<file path="src/rtl/rr_arbiter4_pkg.sv">
// Shared types and constants for the 4-way round-robin arbiter.
// rr_pick() holds the rotating-priority search so the FSM stays readable.
package rr_arbiter4_pkg;

    localparam int NUM_REQ = 4;
    localparam int IDX_W   = 2;
    localparam int CNT_W   = 8;

    typedef enum logic [0:0] {
        IDLE  = 1'b0,
        GRANT = 1'b1
    } state_t;

    // Returns a one-hot pick of the first set request at ptr, ptr+1, ... (mod NUM_REQ).
    // Walking from the farthest candidate back to ptr lets the nearest one win.
    function automatic logic [NUM_REQ-1:0] rr_pick(
        input logic [NUM_REQ-1:0] req,
        input logic [IDX_W-1:0]   ptr
    );
        logic [NUM_REQ-1:0] pick;
        logic [IDX_W-1:0]   idx;
        pick = '0;
        for (int k = NUM_REQ - 1; k >= 0; k--) begin
            idx = ptr + IDX_W'(k);
            if (req[idx]) begin
                pick      = '0;
                pick[idx] = 1'b1;
            end
        end
        return pick;
    endfunction

endpackage

</file>
<file path="src/rtl/rr_arbiter4_onehot_enc4.sv">
// 4-bit one-hot to 2-bit binary encoder; all-zero input encodes to 2'b00.
module onehot_enc4
    import rr_arbiter4_pkg::*;
(
    input  logic [NUM_REQ-1:0] in_onehot,
    output logic [IDX_W-1:0]   out_idx
);

    // Each output bit is the OR of the input positions whose index has that bit set.
    for (genvar gi = 0; gi < IDX_W; gi++) begin : g_bit
        logic [NUM_REQ-1:0] sel;
        for (genvar gj = 0; gj < NUM_REQ; gj++) begin : g_sel
            localparam bit USE = ((gj >> gi) & 1) == 1;
            assign sel[gj] = USE ? in_onehot[gj] : 1'b0;
        end
        assign out_idx[gi] = |sel;
    end

endmodule

</file>
<file path="src/rtl/rr_arbiter4.sv">
// Four-requester round-robin arbiter with a bounded hold time and a mandatory
// one-cycle idle bubble between consecutive grants.
module rr_arbiter4
    import rr_arbiter4_pkg::*;
#(
    parameter int unsigned MAX_HOLD = 8
) (
    input  logic               clk,
    input  logic               rst_n,
    input  logic [NUM_REQ-1:0] req,
    output logic [NUM_REQ-1:0] grant,
    output logic               grant_vld,
    output logic [IDX_W-1:0]   grant_idx
);

    localparam logic [CNT_W-1:0] MAX_HOLD_C = CNT_W'(MAX_HOLD);

    state_t             state_q, state_d;
    logic [NUM_REQ-1:0] grant_q, grant_d;
    logic [IDX_W-1:0]   ptr_q,   ptr_d;
    logic [CNT_W-1:0]   cnt_q,   cnt_d;

    always_ff @(posedge clk) begin
        if (!rst_n) begin
            state_q <= IDLE;
            grant_q <= '0;
            ptr_q   <= '0;
            cnt_q   <= '0;
        end else begin
            state_q <= state_d;
            grant_q <= grant_d;
            ptr_q   <= ptr_d;
            cnt_q   <= cnt_d;
        end
    end

    always_comb begin
        state_d = state_q;
        grant_d = grant_q;
        ptr_d   = ptr_q;
        cnt_d   = cnt_q;
        unique case (state_q)
            IDLE: begin
                if (|req) begin
                    grant_d = rr_pick(req, ptr_q);
                    cnt_d   = CNT_W'(1);
                    state_d = GRANT;
                end
            end
            GRANT: begin
                // Only the granted line is looked at here; other requests wait for IDLE.
                if (!req[grant_idx] || (cnt_q == MAX_HOLD_C)) begin
                    state_d = IDLE;
                    grant_d = '0;
                    ptr_d   = grant_idx + IDX_W'(1);
                    cnt_d   = '0;
                end else begin
                    cnt_d = cnt_q + CNT_W'(1);
                end
            end
            default: begin
                state_d = IDLE;
                grant_d = '0;
            end
        endcase
    end

    assign grant     = grant_q;
    assign grant_vld = |grant_q;

    onehot_enc4 u_enc (
        .in_onehot (grant_q),
        .out_idx   (grant_idx)
    );

endmodule

</file>
<file path="config.mk">
export PLATFORM = sky130hd
export DESIGN_NAME = rr_arbiter4
export DESIGN_NICKNAME = d
export VERILOG_FILES = /design/src/rtl/rr_arbiter4_pkg.sv /design/src/rtl/rr_arbiter4_onehot_enc4.sv /design/src/rtl/rr_arbiter4.sv
export SDC_FILE = /design/constraint.sdc
export NUM_CORES = 1
export LEC_CHECK = 0
export CORE_MARGIN = 2
export CORE_UTILIZATION = 40
export DETAILED_ROUTE_END_ITERATION = 10
export PLACE_DENSITY = 0.58
export SLEW_MARGIN = 20
export SYNTH_ARGS = -nofsm -noshare
export SYNTH_HDL_FRONTEND = slang
export SYNTH_HIERARCHICAL = 1
export SYNTH_SLANG_ARGS = --single-unit
</file>
<file path="constraint.sdc">
create_clock -name clk -period 2.8 [get_ports clk]
set_clock_uncertainty 0.1 [all_clocks]
set_input_delay 0.42 -clock clk [delete_from_list [all_inputs] [get_ports clk]]
set_output_delay 0.42 -clock clk [all_outputs]
set_load 0.02 [all_outputs]
</file>
==> flow_summary_export.csv <==
group,metric,value,unit
status,status,"complete, no violations",
cts,cts_tree,"built",
cts,cts_hold_buffers,0,
cts,cts_buffers,3,
finish,regArea,300,um2
setup_path,critPathSlowestCell,"clkdlybuf4s50_1",
power,p_leak,0.000459,uW
cts,cts_root_buf,"clkbuf_4",
timing,min_period,2.22,ns
timing,tns,0,ns
worst_hold_path,hp-class,"flip-flop to flip-flop",
cts,clk_path_buf_depth,2,
placed_design,place.gp.congestion,0.821,
logic_synthesis,synth_ff_type,"dfxtp_1",
placed_design,dpl.cell_count,163,
grt,grt_pass1_vias,880,
routing,firstDrtPassIters,4,
grt,grt.total_usage,0.184,
grt,grt_first_pass_wirelength,3980,um
finish,antennaDiodeCount,0,
logic_synthesis,synth_edf_count,0,
cts,htreeDepth,1,
logic_synthesis,synthesis.area,1040,um2
logic_synthesis,avgSynthCellArea,8.56,um2
setup_path,crit_buf_inv,1,
setup_path,cp.arrival,1.70,ns
floorplanning,die-height,55.1,um
finish,multi_input_area,714,um2
routing,routed_via_density,5.78,
logic_synthesis,synth-seq-cells,15,
routing,wl_per_cell,13.7,um
setup_path,critical_path.top_delay_family,"buffers and inverters",
routing,ant_nets,0,
setup_path,cp.required,2.28,ns
routing,vias,966,
finish,drive_gt1_frac,0.0803,
timing,finalSetupViolCount,0,
power,vdd_ir_drop_max,0.395,mV
placed_design,dp_hpwl,1740,um
logic_synthesis,syn-instance-count,122,
setup_path,cpPeakStageDelay,0.55,ns
logic_synthesis,yosys_warnings,6,
cts,clk_pin_slew_worst_paths,0.10,ns
logic_synthesis,async_flop_share,0,
setup_path,path_depth,2,
finish,nets,154,
worst_hold_path,holdPathStages,1,
logic_synthesis,synth_seq_area_share,0.287,
setup_path,cp-end-kind,"output port",
placed_design,numPortBuffers,12,
floorplanning,design.core.area,2480,um2
grt,antenna_found_initial,0,
finish,stdcell_count,167,
power,total_power,766,uW
finish,fill_cells,256,
cts,cts_resized,0,
job,max_cap_viol_count,0,
floorplanning,dieArea,3040,um2
timing,slew_viol_final,0,
timing,fmax,451,MHz
finish,final_common_cell,"nand2_1",
grt,overflow,0,
setup_path,rr_worst_depth,7,
logic_synthesis,synthDistinctLibCells,38,
finish,final_cell_mix,"nand2_1, dfxtp_1, clkdlybuf4s50_1, ha_1, nor2_1",
setup_path,cp_cell_sequence,"or4_1 > clkdlybuf4s50_1",
floorplanning,rows,18,
routing,drtIter0Drc,17,
floorplanning,io_pins,13,
floorplanning,start_util,0.422,
timing,relSlewSlack,0.670,
timing,post-route-period-util,0.791,
timing,tightestPinTransition,0.481,ns
cts,clk_latency,0.29,ns
cts,cts.sinks,15,
cts,cts_setup_buffers,0,
setup_path,reg2reg_slack,0.60,ns
grt,grt_start_max_net_pins,11,
setup_path,crit_type,"flip-flop to output port",
setup_path,cp-start-kind,"flip-flop",
routing,wl,2300,um
power,cellPowerDensity,623,nW/um2
floorplanning,die_x,55.1,um
finish,syn_to_final_growth,17.7,%
logic_synthesis,syn-num-nets,138,
timing,hold_viol_final,0,
routing,drc,0,
setup_path,critPathMaxFanout,4,
timing,rsz0062_at_grt,"no",
-- cell usage after synthesis, drive strengths merged, types with 4 or more instances --
master,n,share of area
a21oi,6,0.029
dfxtp,15,0.29
nor2,8,0.029
nand3,4,0.019
o2bb2ai,4,0.034
o21ai,8,0.042
inv,6,0.022
ha,10,0.12
nand2,17,0.061
a221oi,4,0.034
-- flip-flops by register name, summed over array words and instances, names as in the netlist --
signal and flops:
cnt_q 8, ptr_q 2, grant 4, state_q 1
-- cells by family after synthesis --
group,synth area share
simple gates,0.242
compound gates,0.230
flops,0.287
fa+ha+maj,0.120
buf+inv,0.0287
mux,0.0838
xor+xnor,0.00838
-- layout make-up --
| cell class | count | area share |
|---|---|---|
| Multi-Input combinational cell | 99 | 0.581 |
| Sequential cell | 15 | 0.244 |
| Timing Repair Buffer | 13 | 0.104 |
| Tap cell | 30 | 0.0305 |
| Clock buffer | 3 | 0.0183 |
| Inverter | 6 | 0.0183 |
| Clock inverter | 1 | 0.00407 |
-- routing by layer --
layer,vias up,track usage,wire (um)
met4,0,0.0488,12
li1,489,-,-
met2,24,0.258,940
met1,451,0.270,1240
met3,2,0.0565,104
met5,-,0,0
-- path summary, 6_finish.rpt --
kind,end,start
max,grant_vld,grant[1]
min,grant[0],grant[0]
max reg2reg,grant[0],ptr_q[1]
min reg2reg,grant[0],grant[0]
-- report_power, final --
| group | switching (uW) | leakage (uW) | total, uW | internal, uW |
|---|---|---|---|---|
| sequential | 27.4 | 0.000123 | 265 | 237 |
| clock | 74.0 | 0.0000177 | 127 | 53.1 |
| combinational | 210 | 0.000319 | 374 | 164 |
-- through the flow --
step,setup slack (ns),area (um2),util,hold WS [ns]
detailed placement,0.399,1200,0.485,0.389
CTS,0.562,1230,0.496,0.403
global placement,0.442,1200,0.485,0.387
finish,0.584,1230,0.496,0.397
floorplan,0.610,1040,-,0.362
global route,0.445,1230,0.496,0.408
No activity file was read; power rests on OpenSTA's default activity.
